**src/rtl/instr_loader.sv**
```systemverilog
// Boot-time instruction loader: parses a framed byte stream into a 32 x 14-bit
// instruction store and holds the core in reset until a complete program is loaded.
// Optional trailing XOR checksum: define INSTR_LOADER_CHKSUM_EN.
module instr_loader #(
  parameter int         DEPTH = 32,
  parameter logic [7:0] HDR   = 8'hA5
) (
  input  logic        clk,
  input  logic        rst,
  input  logic        rx_valid,
  input  logic [7:0]  rx_data,
  output logic        rx_ready,
  input  logic [4:0]  pc,
  output logic [13:0] instraction,
  output logic        core_rst,
  output logic        load_done,
  output logic        load_err
);

  typedef enum logic [2:0] {
    S_IDLE = 3'd0,
    S_CNT  = 3'd1,
    S_HI   = 3'd2,
    S_LO   = 3'd3,
    S_WR   = 3'd4,
    S_CHK  = 3'd5,
    S_ERR  = 3'd6,
    S_RUN  = 3'd7
  } state_t;

  state_t           state_r;
  logic [13:0]      mem_r [DEPTH];
  logic [DEPTH-1:0] valid_r;
  logic [5:0]       n_r;
  logic [4:0]       idx_r;
  logic [5:0]       hi_r;
  logic [7:0]       lo_r;
  logic             rx_ready_r;
  logic             core_rst_r;
  logic             load_done_r;
  logic             load_err_r;

  logic             xfer_s;
  logic             is_hdr_s;
  logic             cnt_ok_s;
  logic             last_word_s;

`ifdef INSTR_LOADER_CHKSUM_EN
  logic [7:0]       csum_r;

  function automatic logic [7:0] csum_fold(input logic [7:0] acc, input logic [7:0] data);
    return acc ^ data;
  endfunction
`endif

  // Byte-level decode shared by all states
  always_comb begin
    xfer_s      = rx_valid & rx_ready_r;
    is_hdr_s    = (rx_data == HDR);
    cnt_ok_s    = (rx_data != 8'd0) && (rx_data <= 8'd32);
    last_word_s = ({1'b0, idx_r} == (n_r - 6'd1));
  end

  // Unloaded or invalidated addresses read as NOP (all zero)
  always_comb begin
    if (valid_r[pc]) begin
      instraction = mem_r[pc];
    end else begin
      instraction = 14'h0000;
    end
  end

  // Instruction store is deliberately not reset; valid_r gates every read
  always_ff @(posedge clk) begin
    if (rst && (state_r == S_WR)) begin
      mem_r[idx_r] <= {hi_r, lo_r};
    end
  end

  // Frame parser with registered handshake and core-control outputs
  always_ff @(posedge clk) begin
    if (!rst) begin
      state_r     <= S_IDLE;
      valid_r     <= {DEPTH{1'b0}};
      n_r         <= 6'd0;
      idx_r       <= 5'd0;
      hi_r        <= 6'd0;
      lo_r        <= 8'd0;
      rx_ready_r  <= 1'b1;
      core_rst_r  <= 1'b0;
      load_done_r <= 1'b0;
      load_err_r  <= 1'b0;
`ifdef INSTR_LOADER_CHKSUM_EN
      csum_r      <= 8'd0;
`endif
    end else begin
      case (state_r)
        S_IDLE: begin
          if (xfer_s && is_hdr_s) begin
            state_r    <= S_CNT;
            valid_r    <= {DEPTH{1'b0}};
            load_err_r <= 1'b0;
          end
        end
        S_CNT: begin
          if (xfer_s) begin
            if (cnt_ok_s) begin
              n_r     <= rx_data[5:0];
              idx_r   <= 5'd0;
              state_r <= S_HI;
`ifdef INSTR_LOADER_CHKSUM_EN
              csum_r  <= 8'd0;
`endif
            end else begin
              state_r    <= S_ERR;
              rx_ready_r <= 1'b0;
            end
          end
        end
        S_HI: begin
          if (xfer_s) begin
            if (rx_data[7:6] != 2'b00) begin
              state_r    <= S_ERR;
              rx_ready_r <= 1'b0;
            end else begin
              hi_r    <= rx_data[5:0];
              state_r <= S_LO;
`ifdef INSTR_LOADER_CHKSUM_EN
              csum_r  <= csum_fold(csum_r, rx_data);
`endif
            end
          end
        end
        S_LO: begin
          if (xfer_s) begin
            lo_r       <= rx_data;
            state_r    <= S_WR;
            rx_ready_r <= 1'b0;
`ifdef INSTR_LOADER_CHKSUM_EN
            csum_r     <= csum_fold(csum_r, rx_data);
`endif
          end
        end
        S_WR: begin
          valid_r[idx_r] <= 1'b1;
          rx_ready_r     <= 1'b1;
          if (last_word_s) begin
`ifdef INSTR_LOADER_CHKSUM_EN
            state_r     <= S_CHK;
`else
            state_r     <= S_RUN;
            core_rst_r  <= 1'b1;
            load_done_r <= 1'b1;
`endif
          end else begin
            idx_r   <= idx_r + 5'd1;
            state_r <= S_HI;
          end
        end
`ifdef INSTR_LOADER_CHKSUM_EN
        S_CHK: begin
          if (xfer_s) begin
            if (rx_data == csum_r) begin
              state_r     <= S_RUN;
              core_rst_r  <= 1'b1;
              load_done_r <= 1'b1;
            end else begin
              state_r    <= S_ERR;
              rx_ready_r <= 1'b0;
            end
          end
        end
`endif
        S_ERR: begin
          load_err_r <= 1'b1;
          valid_r    <= {DEPTH{1'b0}};
          rx_ready_r <= 1'b1;
          state_r    <= S_IDLE;
        end
        S_RUN: begin
          if (xfer_s && is_hdr_s) begin
            state_r     <= S_CNT;
            valid_r     <= {DEPTH{1'b0}};
            load_err_r  <= 1'b0;
            core_rst_r  <= 1'b0;
            load_done_r <= 1'b0;
          end
        end
        default: begin
          state_r     <= S_IDLE;
          valid_r     <= {DEPTH{1'b0}};
          rx_ready_r  <= 1'b1;
          core_rst_r  <= 1'b0;
          load_done_r <= 1'b0;
        end
      endcase
    end
  end

  assign rx_ready  = rx_ready_r;
  assign core_rst  = core_rst_r;
  assign load_done = load_done_r;
  assign load_err  = load_err_r;

endmodule

```
**config.mk**
```make
export PLATFORM = sky130hd
export DESIGN_NAME = instr_loader
export DESIGN_NICKNAME = d
export VERILOG_FILES = /design/src/rtl/instr_loader.sv
export SDC_FILE = /design/constraint.sdc
export NUM_CORES = 1
export LEC_CHECK = 0
export CAP_MARGIN = 20
export CELL_PAD_IN_SITES_DETAIL_PLACEMENT = 0
export CELL_PAD_IN_SITES_GLOBAL_PLACEMENT = 1
export CORE_MARGIN = 4
export CORE_UTILIZATION = 49
export DETAILED_ROUTE_END_ITERATION = 16
export MAX_ROUTING_LAYER = met4
export PLACE_DENSITY = 0.8
export SYNTH_ARGS = -nofsm -noshare
export SYNTH_HDL_FRONTEND = slang
export SYNTH_SLANG_ARGS = --single-unit
```
**constraint.sdc**
```tcl
create_clock -name clk -period 2.52 [get_ports clk]
set_clock_uncertainty 0.1 [all_clocks]
set_input_delay 0.378 -clock clk [delete_from_list [all_inputs] [get_ports clk]]
set_output_delay 0.378 -clock clk [all_outputs]
set_load 0.02 [all_outputs]
```
# Word-level counts from Yosys, hierarchy flattened
# Memories as Yosys holds them, arrays and structs flattened.
# Index checks and enable logic that the tools add are counted.
totals:
  register_bits: 63
  latchBits: 0
  ram_bits: 448
  romBits: 0
  input_bits: 16
  output_inout_bits: 18
  mem_count: 1
memory_table:
  columns: ["memory", "depth", "word_bits", "rd", "rd_clocked_by_memory_dff", "wr", "line_no", "text"]
  rows:
  - ["mem_r", 32, 14, 1, 0, 1, "32", "logic [13:0] mem_r [DEPTH];"]
op_classes:
  add_sub_neg: 2
  mul: 0
  div_mod_pow: 0
  n_lt_le_gt_ge: 4
  eq_ne: 18
  shift: 0
  mux: 31
  bitwise: 6
  n_reduce_logical: 21
op_table:
  columns: ["cell", "n"]
  rows:
  - ["one-hot mux 32 bit (3 select lines)", 1]
  - ["2-to-1 mux 32 bit", 1]
  - ["bitwise OR 32 bit", 1]
  - ["2-to-1 mux 3 bit", 7]
  - ["inequality test 2 bit, second input constant", 9]
  - ["2-to-1 mux 5 bit", 3]
  - ["one-hot mux 3 bit (5 select lines)", 1]
  - ["2-to-1 mux 14 bit", 1]
  - ["< comparator 5 x 6 -> 1 bit, second input constant", 2]
  - ["2-to-1 mux 1 bit", 11]
  - ["one-hot mux 5 bit (2 select lines)", 1]
  - ["== test 3 bit, second input constant", 3]
  - ["AND reduction 3 bit", 3]
  - ["== test 8 bit, second input constant", 1]
  - ["less-or-equal comparator 8 x 6 -> 1 bit, second input constant", 1]
  - ["AND reduction 4 bit", 2]
  - ["nonzero test 8 bit", 1]
  - ["== test 3 x 2 -> 1 bit, second input constant", 2]
  - ["== test 5 x 6 -> 1 bit", 1]
  - ["AND reduction 2 bit", 3]
  - ["AND reduction 6 bit", 1]
  - ["nonzero test 2 bit", 3]
  - ["subtractor 6 x 1 -> 6 bit, second input constant", 1]
  - ["adder 5 x 1 -> 5 bit, second input constant", 1]
  - ["other kinds (15)", 21]

# Longest topological paths before layout
# Gate-level depths: netlist of run 1.
depth:
  ltp_word: 6
  ltp_mapped: 9
  ltp_nobuf: 7

# Least setup slack after synthesis of run 1
# No wires, ideal clock.
synth_path:
  path_kind: "register to register"
  start: "register state_r[1]"
  end: "memory mem_r[7][0] (enable)"
  setup_ns: 0.403
  arrival_ns: 2.278
  required_ns: 2.017
  path_slack_ns: -0.261
  path_stages_with_launch: 7
  n_path_buf: 1
  cell_sequence: "dfxtp_1 > clkbuf_1 > nor2_1 > nand2_1 > nor2_1 > nand2_1 > nor3_1"
synth_via:
  elab_chain_len: 4
synth_lines:
  columns: ["item", "line_no", "text"]
  rows:
  - ["from (decl)", "31", "state_t state_r;"]
  - ["from (signal assigned)", "83", "state_r <= S_IDLE;"]
  - ["from (signal assigned)", "100", "state_r <= S_CNT;"]
  - ["from (signal assigned)", "110", "state_r <= S_HI;"]
  - ["== test 3 bit", "75", "if (rst && (state_r == S_WR)) begin"]
  - ["logical AND 1 bit", "75", null]
  - ["2-to-1 mux 1 bit", "75", null]
  - ["2-to-1 mux 1 bit (not written as such)", "76", "mem_r[idx_r] <= {hi_r, lo_r};"]
  - ["to (decl)", "32", null]
# No other way between the ends.

# Final worst setup path of run 1
layout_path:
  start: "register valid_r[15]"
  end: "output instraction[2]"
layout_via:
  elab_chain_len: 3
layout_lines:
  columns: ["item", "line_no", "text"]
  rows:
  - ["from (decl)", "33", "logic [DEPTH-1:0] valid_r;"]
  - ["from (signal assigned)", "84", "valid_r <= {DEPTH{1'b0}};"]
  - ["from (signal assigned)", "101", "valid_r <= {DEPTH{1'b0}};"]
  - ["from (signal assigned)", "176", "valid_r <= {DEPTH{1'b0}};"]
  - ["binary-select mux 1 bit (select 5 bit)", "66", "if (valid_r[pc]) begin"]
  - ["2-to-1 mux 1 bit (not written as such)", "66", null]
  - ["2-to-1 mux 14 bit", "66", null]
  - ["to (decl)", "14", "output logic [13:0] instraction,"]
# No other way between the ends. The select of a mux whose other input is x is not followed.

==> summary.md, run 1 <==
| Metric | Value |
|---|---|
| Placeable Area | `41100 µm²` |
| Largest net degree at the start of global routing | `36` |
| WHS | `0.363 ns` |
| Area delta synth->final | `19.1%` |
| Num ports | `34` |
| Final nets | `1358` |
| Gr ovfl total | `0` |
| Vias in the first global route | `11800` |
| All-Layer GR Usage | `22.4%` |
| Arrival @ worst endpoint | `2.43 ns` |
| Number of flops mapped to enable cells by yosys | `448` |
| Rows | `74` |
| Synth Cell Area | `20500 µm²` |
| Critical Path RT | `2.04 ns` |
| Min Tclk post-route | `2.90 ns` |
| DR vias/cell | `6.11` |
| Post-synth top flop | `edfxtp_1` |
| Commonest cells after routing, fill and taps aside | `448 x edfxtp_1, 140 x mux2i_1, 97 x nor2_1, 91 x buf_4, 62 x mux4_2` |
| RSZ-0062 raised after global routing | `true` |
| Die area | `45100 µm²` |
| H-tree depth | `2` |
| Met3 WL | `2990 µm` |
| Routed wire per std cell | `25.4 µm` |
| CP Capture Type | `output port` |
| #FFs+latches synth | `511` |
| Final hold vios | `0` |
| Syn Nets | `1216` |
| Post-route insts no fill | `1910` |
| Failing checks | `setup timing` |
| Clk buf depth | `3` |
| Drc violations | `0` |
| ANT nets after route | `0` |
| Seq/Total Area, Yosys | `71.9%` |
| Via count | `11700` |
| Clk root buf | `clkbuf_16` |
| DR pass1 iterations | `5` |
| Total of max-cap violations | `0` |
| Final WL | `48400 µm` |
| Slew at the pin closest to its max-slew limit | `0.583 ns` |
| Synth Warn # | `0` |
| Setup crit start kind | `register` |
| Avg Inst Size Synth | `17.1 µm²` |
| Post-synth cell types | `57` |
| Dpl cells | `1814` |
| Effective utilization at floorplan | `49.8%` |
| Port bufs | `33` |
| Number of antenna diodes | `0` |
| Met2 routed WL | `23700 µm` |
| Crit share post-route | `115%` |
| Die X | `212 µm` |
| Async SR Flop Fraction | `0%` |
| Clock-pin transition on the worst setup and hold timing paths | `0.06 ns` |
| Fill cells | `3027` |
| Commonest non-fill, non-tap cell in the layout | `edfxtp_1` |
| HPWL Detailed | `29700 µm` |
| Area taken by multi-input logic gates | `5460 µm²` |
| Die height | `212 µm` |
| WL met1 | `20400 µm` |
| Total power | `17000 µW` |
| Fraction of layout cells with a size suffix above 1 | `22.3%` |
| 1st-iter DRT viols | `1163` |
| Clk sinks | `511` |
| Global placement routability congestion | `0.921` |
| Cells after Synth | `1195` |
| Initial antenna violation count | `0` |
| Place WS | `-1.23 ns` |
| Critical path type | `reg2out` |
| Num CTS Buffers | `50` |
| Clk_lat worst skew | `0.57 ns` |
| Status | `finished with violations` |
| Sequential Area | `14700 µm²` |
| Crit-path max FO | `7` |
| Hold_buf cts | `0` |
| Peak Freq | `0.344 GHz` |
| Highest routed metal layer | `met4` |
| Final worst setup slack | `-0.383 ns` |
| Power per cell area | `698 nW/µm²` |
| Pins Over Slew Limit | `0` |
| # setup viols final | `14` |
| Rel. slew slack | `61.0%` |
| CTS tree | `yes` |
| Global-route wire length before repair | `73600 µm` |
| Worst VDD drop | `484 µV` |
| Hold Crit Class | `reg2reg` |
| Leak pwr | `0.00761 µW` |
==> per-stage QoR <==
step,utilization (%),instance area [µm²],setup TNS (ns)
floorplan,-,20500,0
global placement,55.0,22600,-15.18
detailed placement,55.0,22600,-16.03
CTS,59.2,24400,-5.50
global route,59.3,24400,-5.97
finish,59.3,24400,-5.23
==> logic make-up after synthesis <==
family / synth area share [%]
flops: 71.9
mux: 13.8
compound gates: 7.33
simple gates: 4.22
buf+inv: 2.20
xor+xnor: 0.324
fa+ha+maj: 0.306
==> Yosys cell counts (all sizes together), types with 4 or more instances <==
library cell | number | area share (%)
edfxtp | 448 | 66
mux2i | 140 | 6.8
nor2 | 97 | 1.8
dfxtp | 63 | 6.2
mux4 | 62 | 6.8
a221oi | 56 | 2.4
clkbuf | 48 | 0.88
a31oi | 33 | 1.0
buf | 32 | 1.2
nand3 | 27 | 0.66
o21ai | 21 | 0.51
nand2 | 19 | 0.35
o21a | 15 | 0.55
a22oi | 14 | 0.51
o211a | 14 | 0.68
o32a | 14 | 0.68
a21oi | 7 | 0.17
and2 | 7 | 0.21
inv | 7 | 0.13
nor3 | 7 | 0.20
ha | 5 | 0.31
nand3b | 5 | 0.18
nor2b | 5 | 0.15
o211ai | 5 | 0.18
nand2b | 4 | 0.12
or3 | 4 | 0.12
==> critical path: stages, from the launching register on <==
cell     delay (ns)
dfxtp_2        0.33
mux4_2         0.45
mux2_4         0.30
nand3_2        0.08
nand4_1        0.10
buf_6          0.16
buf_12         0.15
o211a_4        0.14
buf_6          0.13
==> layout make-up <==
cell class | instances | area share (%)
multi-input cells | 597 | 22.4
inverters | 8 | 0.123
clock buffers | 67 | 5.47
flip-flops and latches | 511 | 60.3
clock inverters | 26 | 1.08
well taps | 532 | 2.73
repair buffers | 169 | 7.88
==> timing repair <==
| item | 4_1_cts | 5_1_grt |
|---|---|---|
| gates cloned | 2 | 0 |
| resized for setup | 113 | 7 |
| pin swaps | 2 | 1 |
| endpoints found under the setup margin | 14 | 14 |
| buffers inserted | 1 | 0 |
==> routing by layer <==
| metal | track usage, % | vias to the layer above |
|---|---|---|
| li1 | - | 5139 |
| met2 | 35.4 | 462 |
| met4 | 6.42 | 0 |
| met1 | 30.9 | 5986 |
| met3 | 3.25 | 76 |
| met5 | - | - |
==> state kept, by name (all words and copies together), names as in the netlist <==
register,flops
state_r,3
idx_r,5
hi_r,6
rx_ready,1
n_r,6
valid_r,32
load_err,1
load_done,1
mem_r,448
lo_r,8
==> power breakdown <==
group | internal, µW | switching (µW) | leakage [µW]
sequential | 9070 | 0.676 | 0.00378
combinational | 309 | 383 | 0.00306
clock | 4150 | 3100 | 0.000771
total | 13500 | 3490 | 0.00761
==> path summary, 6_finish.rpt <==
kind / startpoint / end / slack (ns) / depth (start not counted)
hold reg to reg: valid_r[26]$_SDFFE_PN0P_ / valid_r[26]$_SDFFE_PN0P_ / 0.36 / 2
setup reg to reg: state_r[2]$_SDFFE_PN0P_ / mem_r[24][5]$_DFFE_PP_ / 0.26 / 6
hold / removal: valid_r[26]$_SDFFE_PN0P_ / valid_r[26]$_SDFFE_PN0P_ / 0.36 / 2
setup / recovery: valid_r[15]$_SDFFE_PN0P_ / instraction[2] / -0.38 / 8
Power figures use the tool's default switching activity.
==> run 2: changes to the inputs <==
- GPL_ROUTABILITY_DRIVEN: default -> 0
==> results of run 2 <==
The final DEF is identical to that of run 1; final timing and power are the same.
==> run 3: changes to the inputs <==
- MAX_ROUTING_LAYER: met4 -> default
==> run 3 against run 2 <==
The run still ends with setup timing left. Power about the same. Via count hardly changed. Fmax is essentially flat. Non-clock buffer count unchanged. Cell count is the same. Register-to-register slack barely moved. Utilization unchanged. Sequential share of layout area unchanged. Global-route usage shrank 0.69 points. Combinational power about the same. Wire length is essentially flat. Critical path depth unchanged.
==> summary.md, run 3 (synthesized netlist as in run 1, its figures left out) <==
| Metric | Value |
|---|---|
| Routed wire per std cell | `25.3 µm (was 25.4 µm)` |
| # setup viols final | `14 (unchanged)` |
| Die area | `45100 µm² (unchanged)` |
| Effective utilization at floorplan | `49.8% (unchanged)` |
| HPWL Detailed | `29700 µm (unchanged)` |
| Final hold vios | `0 (unchanged)` |
| Area delta synth->final | `19.1% (unchanged)` |
| Clk root buf | `clkbuf_16 (unchanged)` |
| Hold Path Depth | `2 (unchanged)` |
| Fraction of layout cells with a size suffix above 1 | `22.3% (unchanged)` |
| Largest registers | `mem_r x448, valid_r x32, lo_r x8 (unchanged)` |
| Place WS | `-1.23 ns (unchanged)` |
| Max reg flops | `448 (unchanged)` |
| Setup TNS | `-5.21 ns (was -5.23 ns)` |
| Clk buf depth | `3 (unchanged)` |
| Commonest non-fill, non-tap cell in the layout | `edfxtp_1 (unchanged)` |
| Critical path origin | `valid_r[15]$_SDFFE_PN0P_ (unchanged)` |
| Power per cell area | `697 nW/µm² (was 698 nW/µm²)` |
| Status | `finished with violations (unchanged)` |
| CP Capture Type | `output port (unchanged)` |
| Pins Over Slew Limit | `0 (unchanged)` |
| Rows | `74 (unchanged)` |
| DR pass1 iterations | `5 (unchanged)` |
| Arrival @ worst endpoint | `2.43 ns (about the same)` |
| Clk_lat worst skew | `0.57 ns (about the same)` |
| Min Tclk post-route | `2.91 ns (was 2.90 ns)` |
| Most flops, register | `mem_r (unchanged)` |
| Final WL | `48400 µm (about the same)` |
| Crit-path max FO | `7 (unchanged)` |
| Beginning of the worst register-to-register path | `state_r[2]$_SDFFE_PN0P_ (unchanged)` |
| Initial antenna violation count | `0 (unchanged)` |
| Final worst setup slack | `-0.386 ns (was -0.383 ns)` |
| Critical path type | `reg2out (unchanged)` |
| Die X | `212 µm (unchanged)` |
| Critical Path RT | `2.04 ns (about the same)` |
| Dpl cells | `1814 (unchanged)` |
| Post-route insts no fill | `1910 (unchanged)` |
| Global-route wire length before repair | `73400 µm (was 73600 µm)` |
| Peak Freq | `0.344 GHz (about the same)` |
| FF-to-FF End | `mem_r[24][5]$_DFFE_PP_ (unchanged)` |
| Hold Crit Start | `valid_r[26]$_SDFFE_PN0P_ (unchanged)` |
| ANT nets after route | `0 (unchanged)` |
| Via count | `11700 (about the same)` |
| Port bufs | `33 (unchanged)` |
| Worst Hold Endpoint | `valid_r[26]$_SDFFE_PN0P_ (unchanged)` |
| Final nets | `1358 (unchanged)` |
| Vias in the first global route | `11800 (about the same)` |
| Num CTS Buffers | `50 (unchanged)` |
| Commonest cells after routing, fill and taps aside | `448 x edfxtp_1, 140 x mux2i_1, 97 x nor2_1, 91 x buf_4, 62 x mux4_2 (unchanged)` |
| 1st-iter DRT viols | `1097 (was 1163)` |
| Rel. slew slack | `60.8% (was 61.0%)` |
| R2r setup slk | `0.27 ns (was 0.26 ns)` |
| Leak pwr | `0.00761 µW (unchanged)` |
| Placeable Area | `41100 µm² (unchanged)` |
| DR vias/cell | `6.11 (about the same)` |
| Finished Cell Area | `24400 µm² (unchanged)` |
| Gr ovfl total | `0 (unchanged)` |
| Drc violations | `0 (unchanged)` |
| Largest net degree at the start of global routing | `36 (unchanged)` |
| R2R depth | `6 (unchanged)` |
| Slew at the pin closest to its max-slew limit | `0.587 ns (was 0.583 ns)` |
| Number of antenna diodes | `0 (unchanged)` |
| Clk sinks | `511 (unchanged)` |
| Crit share post-route | `115% (about the same)` |
| RSZ-0062 raised after global routing | `true (unchanged)` |
| Failing checks | `setup timing (unchanged)` |
| Finished Core Util | `59.3% (unchanged)` |
| Hold Crit Class | `reg2reg (unchanged)` |
| Setup crit start kind | `register (unchanged)` |
| Die height | `212 µm (unchanged)` |
| Num ports | `34 (unchanged)` |
| Clock-pin transition on the worst setup and hold timing paths | `0.06 ns (about the same)` |
| Total of max-cap violations | `0 (unchanged)` |
| CTS tree | `yes (unchanged)` |
| All-Layer GR Usage | `21.7% (was 22.4%)` |
| DP Area | `22600 µm² (unchanged)` |
| H-tree depth | `2 (unchanged)` |
| Worst VDD drop | `480 µV (was 484 µV)` |
==> run 3: area by class of cell <==
| cell class | instances | area [µm²] |
|---|---|---|
| clock buffer | 67 | 1340 |
| multi-input combinational | 597 | 5460 |
| timing repair buffer | 169 | 1920 |
| clock inverter | 26 | 263 |
| fill | 3027 | 16700 |
| tap | 532 | 666 |
| sequential | 511 | 14700 |
| inverter | 8 | 30.0 |
==> run 3: how the worst max path moves through the flow <==
stage,endpoint,slack [ns],depth (start not counted)
after floorplan,instraction[10],0.04,6
after global placement,instraction[9],-1.17,10
after detailed placement,instraction[9],-1.23,7
after CTS,instraction[5],-0.40,8
after global routing,instraction[1],-0.43,8
final,instraction[12],-0.39,8
==> run 3: what timing repair did <==
| item | CTS | global route |
|---|---|---|
| resized for setup | 113 | 7 |
| gates cloned | 2 | 0 |
| pin swaps | 2 | 1 |
| endpoints found under the setup margin | 14 | 14 |
| hold buffers | 0 | 0 |
| endpoints found under the hold margin | 0 | 0 |
| buffers inserted | 1 | 0 |
==> run 3: worst max-delay path: stages (launching register included) <==
cell and delay (ns):
dfxtp_2 0.32, mux4_2 0.45, mux2_4 0.30, nand3_2 0.08
nand4_1 0.10, buf_6 0.16, buf_8 0.15, o211a_1 0.14
buf_6 0.14
==> run 3: metrics by stage <==
step           power (µW)  hold slack, ns
6_report            17000           0.364
2_1_floorplan        9630           0.332
5_1_grt             17500           0.388
3_5_place_dp         9890           0.350
3_3_place_gp         9880           0.342
4_1_cts             17100           0.365
==> run 3: per-layer routing <==
metal / vias up / GRT usage [%] / wire length [µm]
met5: - / 0 / 0
met4: 0 / 6.75 / 1500
met3: 86 / 3.19 / 3220
met2: 474 / 35.3 / 23400
met1: 5963 / 30.8 / 20200
li1: 5139 / - / -
==> run 3: power by group <==
part | total (µW) | switching (µW) | internal (µW)
Combinational | 691 | 382 | 309
Clock | 7250 | 3090 | 4150
Sequential | 9070 | 0.690 | 9070
Total | 17000 | 3480 | 13500
